[src/rtl/configs_loader.sv]
// configs_loader: packs a byte stream into 32-bit words and strobes one-hot latch enables with setup/hold margins.
// Optional checksum phase built when CFG_LOADER_CHECKSUM_EN is defined.
module configs_loader #(
    parameter int NUM_WORDS = 43,
    parameter int WORD_W    = 32
) (
    input  logic                 clk,
    input  logic                 reset,
    input  logic                 io_start,
    input  logic                 io_in_valid,
    input  logic [7:0]           io_in_data,
    output logic                 io_in_ready,
    output logic [WORD_W-1:0]    io_d_out,
    output logic [NUM_WORDS-1:0] io_configs_en,
    output logic                 io_busy,
    output logic                 io_done,
    output logic                 io_error
);
    localparam int IW = $clog2(NUM_WORDS);
    localparam logic [IW-1:0] LAST = IW'(NUM_WORDS - 1);

    typedef enum logic [2:0] {IDLE, COLLECT, SETUP, STROBE, HOLD, DONE} state_t;

    state_t state, state_nx;
    logic [IW-1:0] widx;
    logic [1:0] bcnt;
    logic [23:0] asm_r;
    logic [WORD_W-1:0] word;
    logic xfer, last, go, ck;

    assign xfer = io_in_valid & io_in_ready;
    assign word = {io_in_data, asm_r};
    assign last = widx == LAST;
    assign go = io_start & (state == IDLE || state == DONE);
    assign io_in_ready = state == COLLECT;
    assign io_busy = state inside {COLLECT, SETUP, STROBE, HOLD};
    assign io_done = state == DONE;
    assign io_configs_en = (state == STROBE) ? NUM_WORDS'(1) << widx : '0;

    // State register
    always_ff @(posedge clk) begin
        if (reset) state <= IDLE;
        else       state <= state_nx;
    end

    // Next-state decode; the checksum word skips straight to DONE
    always_comb begin
        state_nx = state;
        case (state)
            IDLE, DONE: state_nx = io_start ? COLLECT : state;
            COLLECT:    state_nx = (xfer && bcnt == 2'd3) ? (ck ? DONE : SETUP) : COLLECT;
            SETUP:      state_nx = STROBE;
            STROBE:     state_nx = HOLD;
            HOLD:       state_nx = last && !ck ? `ifdef CFG_LOADER_CHECKSUM_EN COLLECT `else DONE `endif : COLLECT;
            default:    state_nx = IDLE;
        endcase
    end

    // Byte assembly, word bus and word index
    always_ff @(posedge clk) begin
        if (reset) begin
            widx <= '0;
            bcnt <= '0;
            asm_r <= '0;
            io_d_out <= '0;
        end else begin
            if (go) begin
                widx <= '0;
                bcnt <= '0;
            end
            if (xfer) begin
                bcnt <= bcnt + 2'd1;
                asm_r <= {io_in_data, asm_r[23:8]};
                if (bcnt == 2'd3 && !ck) io_d_out <= word;
            end
            if (state == HOLD && !last) widx <= widx + 1'b1;
        end
    end

`ifdef CFG_LOADER_CHECKSUM_EN
    logic [WORD_W-1:0] sum;

    // Running sum of loaded words and the final checksum compare
    always_ff @(posedge clk) begin
        if (reset) begin
            ck <= 1'b0;
            sum <= '0;
            io_error <= 1'b0;
        end else begin
            if (go) begin
                ck <= 1'b0;
                sum <= '0;
                io_error <= 1'b0;
            end
            if (state == HOLD) begin
                sum <= sum + io_d_out;
                if (last) ck <= 1'b1;
            end
            if (xfer && bcnt == 2'd3 && ck) io_error <= word != sum;
        end
    end
`else
    assign ck = 1'b0;
    assign io_error = 1'b0;
`endif
endmodule

[config.mk]
export PLATFORM = sky130hd
export DESIGN_NAME = configs_loader
export DESIGN_NICKNAME = d
export VERILOG_FILES = /design/src/rtl/configs_loader.sv
export SDC_FILE = /design/constraint.sdc
export NUM_CORES = 1
export LEC_CHECK = 0
export BUFFER_PORTS_ARGS = -buffer_cell sky130_fd_sc_hd__buf_2
export CAP_MARGIN = 30
export CORE_MARGIN = 2
export CORE_UTILIZATION = 56
export CTS_BUF_LIST = sky130_fd_sc_hd__clkbuf_4 sky130_fd_sc_hd__clkbuf_8 sky130_fd_sc_hd__clkbuf_16
export CTS_CLUSTER_DIAMETER = 60
export DETAILED_ROUTE_END_ITERATION = 10
export PLACE_DENSITY = 0.85
export SYNTH_ARGS = -nofsm -noshare
export SYNTH_HDL_FRONTEND = slang
export SYNTH_SLANG_ARGS = --single-unit
[constraint.sdc]
create_clock -name clk -period 4.4 [get_ports clk]
set_input_delay 0.88 -clock clk [delete_from_list [all_inputs] [get_ports clk]]
set_output_delay 0.88 -clock clk [all_outputs]
set_load 0.1 [all_outputs]
==> results.json <==
{
  "dpl_cell_area_sq_um": 3670,
  "path_cells": "nand3b_4, or3b_4, nor2_1, buf_2",
  "cts_tree": "built",
  "place_inst": 537,
  "final_cell_mix": "nand2_1 (101), buf_2 (89), dfxtp_1 (67)",
  "vias": 2843,
  "final_cells": 552,
  "cts_buffers": 9,
  "drtAntennaViolNets": 0,
  "worstSetupPathType": "reg2out",
  "n_antenna_cell": 0,
  "fin_nets": 495,
  "slew_violations": 0,
  "die_x_um": 80.8,
  "grt_pass1_vias": 2445,
  "grtUsageMet2": 0.351,
  "ys_warn_count": 0,
  "hp-class": "reg2reg",
  "synth_top_area_cell": "dfxtp_1",
  "num_rows": 27,
  "route.detailed.drc": 0,
  "tightest_slew_ps": 512,
  "gp_congestion": 0.768,
  "synthesis.area_sq_um": 3300,
  "fin_crit_sh": 0.707,
  "cts_setup_buffers": 0,
  "fp.dieH_um": 80.8,
  "grt_max_degree": 42,
  "rsz0062_at_grt": "no",
  "syn_inst": 400,
  "synth_cell_types": 47,
  "core_sq_um": 5610,
  "grt_usage": 0.216,
  "cts_num_sinks": 67,
  "final_cell_area_sq_um": 3860,
  "p_comb_frac": 0.056,
  "synth_seq_cells": 67,
  "antenna_found_initial": 0,
  "arrival_ps": 2230,
  "end_kind": "output port",
  "drive_gt1_frac": 0.390,
  "timing.critical_path.buf_inv": 1,
  "wire_per_inst_um": 12.3,
  "synth-edff-count": 0,
  "clk_latency_ps": 340,
  "busiest_layer": "met2",
  "io_pins": 91,
  "r2r_end": "io_d_out[0]$_SDFFE_PP0P_",
  "first_iter_violations": 193,
  "synth_area_leaders": "dfxtp_1 (41%), nand2_1 (11%), a21oi_2 (8.0%)",
  "via_per_inst": 5.15,
  "min_period_ps": 3110,
  "initial_core_util": 0.589,
  "yosysSeqAreaShare": 0.406,
  "p_clk_frac": 0.415,
  "internal-power_mw": 0.892,
  "min_to": "io_d_out[6]$_SDFFE_PP0P_",
  "clockBufferDepth": 2,
  "r2r_cells": 5,
  "die-area_sq_um": 6530,
  "r2r_start": "state[0]$_SDFFE_PP0P_",
  "start_kind": "flop",
  "fin_tns_setup_ps": 0,
  "holdPathStages": 2,
  "holdWs_ps": 451,
  "hold_start": "asm_r[6]$_SDFFE_PP0P_",
  "required_ps": 3520,
  "cts_hold_buf": 0,
  "cts_resized": 0,
  "slowest_delay_ps": 590,
  "clkTransAtPathRegs_ps": 70,
  "async_flop_share": 0,
  "grt_pass1_wl_um": 11100,
  "clock_skew_ps": 7.40,
  "port_buffers": 89,
  "status": "complete, no violations",
  "fmax_mhz": 321,
  "wl_um": 6790,
  "p_sw_mw": 0.279,
  "power_frac_seq": 0.528,
  "cts_root_buffer": "clkbuf_8",
  "sw_frac_of_total": 0.238,
  "htreeDepth": 3,
  "firstDrtPassIters": 4,
  "synth_area_per_cell_sq_um": 8.26,
  "critical_path.max_fanout": 13,
  "grt_use_met1": 0.275,
  "ys.flop_type": "dfxtp_1",
  "slew_headroom": 0.659,
  "area_growth_pct": 16.8,
  "maxCapViolCount": 0,
  "rrSetupSlack_ps": 2410,
  "p_leak_nw": 1.60,
  "grt.overflow.total": 0,
  "syn_nets": 419,
  "synth_top_area_share": 0.406,
  "final_common_cell": "nand2_1",
  "fillers": 453,
  "vdd_drop_max_mv": 0.222,
  "final-hold-violation-count": 0,
  "hpwl_um": 4700,
  "slowest_stage": "dfxtp_1",
  "powerDensity_nw_per_um2": 303,
  "grt.met3_usage": 0.0700,
  "critPathTopFamily": "simple AND/OR/NAND/NOR gates",
  "finalSetupViolCount": 0
}
[sequential cells by signal, summed over array words and instances, names as in the netlist]
signal	count
bcnt	2
state	3
widx	6
io_d_out	32
asm_r	24
[layout make-up]
class,count,area (sq um),area share
clock buffers,10,131,0.0340
clock inverters,5,55.1,0.0143
inverters,3,11.3,0.00292
multi-input cells,301,1730,0.448
flip-flops and latches,67,1340,0.347
well taps,72,90.1,0.0233
repair buffers,94,503,0.130
[synth_stat cells, types with 2 or more instances]
master	number
a21oi_1	36
a21oi_2	30
and2_1	2
and3_1	6
buf_12	4
buf_2	9
buf_6	3
clkbuf_1	10
dfxtp_1	67
ha_1	7
inv_1	3
nand2_1	101
nand2_2	30
nand2b_1	4
nand3_1	9
nand3b_4	2
nor2_1	34
nor2_2	5
nor2_4	6
nor3_1	2
nor3b_1	2
xnor2_1	3
[worst min-delay path, cell delays in order (launching register included)]
cell     delay (ps)
dfxtp_1         320
nand2_2          50
a21oi_2          40
[metal layers]
layer	routed length (um)	up-vias
li1	-	1451
met1	3090	1291
met2	3150	92
met3	463	9
met4	86	0
met5	0	-
[metrics by stage]
step                setup WS, ps  utilization  total power [mW]
floorplan                    625            -             0.682
global placement            1720        0.649             0.693
detailed placement          1650        0.655             0.698
CTS                         1270        0.689              1.18
global route                1150        0.689              1.22
finish                      1290        0.689              1.17
[cell families after synthesis]
group	synth area share
flops	0.406
other cells	0.00113
fa+ha+maj	0.0265
xor+xnor	0.00795
buf+inv	0.0708
compound gates	0.154
simple gates	0.333
[power groups by stage]
stage | sequential, mW | clock, mW | combinational [mW]
final | 0.619 | 0.486 | 0.0661
after global routing | 0.619 | 0.525 | 0.0715
after CTS | 0.618 | 0.496 | 0.0660
after detailed placement | 0.632 | 0 | 0.0656
after global placement | 0.632 | 0 | 0.0613
after floorplan | 0.629 | 0 | 0.0529
[worst max-delay path by stage]
stage | start | endpoint | cells after the start
final | state[0]$_SDFFE_PP0P_ | io_configs_en[31] | 4
after global routing | state[0]$_SDFFE_PP0P_ | io_configs_en[31] | 4
after CTS | state[0]$_SDFFE_PP0P_ | io_configs_en[31] | 4
after detailed placement | state[0]$_SDFFE_PP0P_ | io_configs_en[31] | 4
after global placement | state[0]$_SDFFE_PP0P_ | io_configs_en[31] | 4
after floorplan | widx[0]$_SDFFE_PP0P_ | io_configs_en[42] | 4
Power figures use the tool's default switching activity.
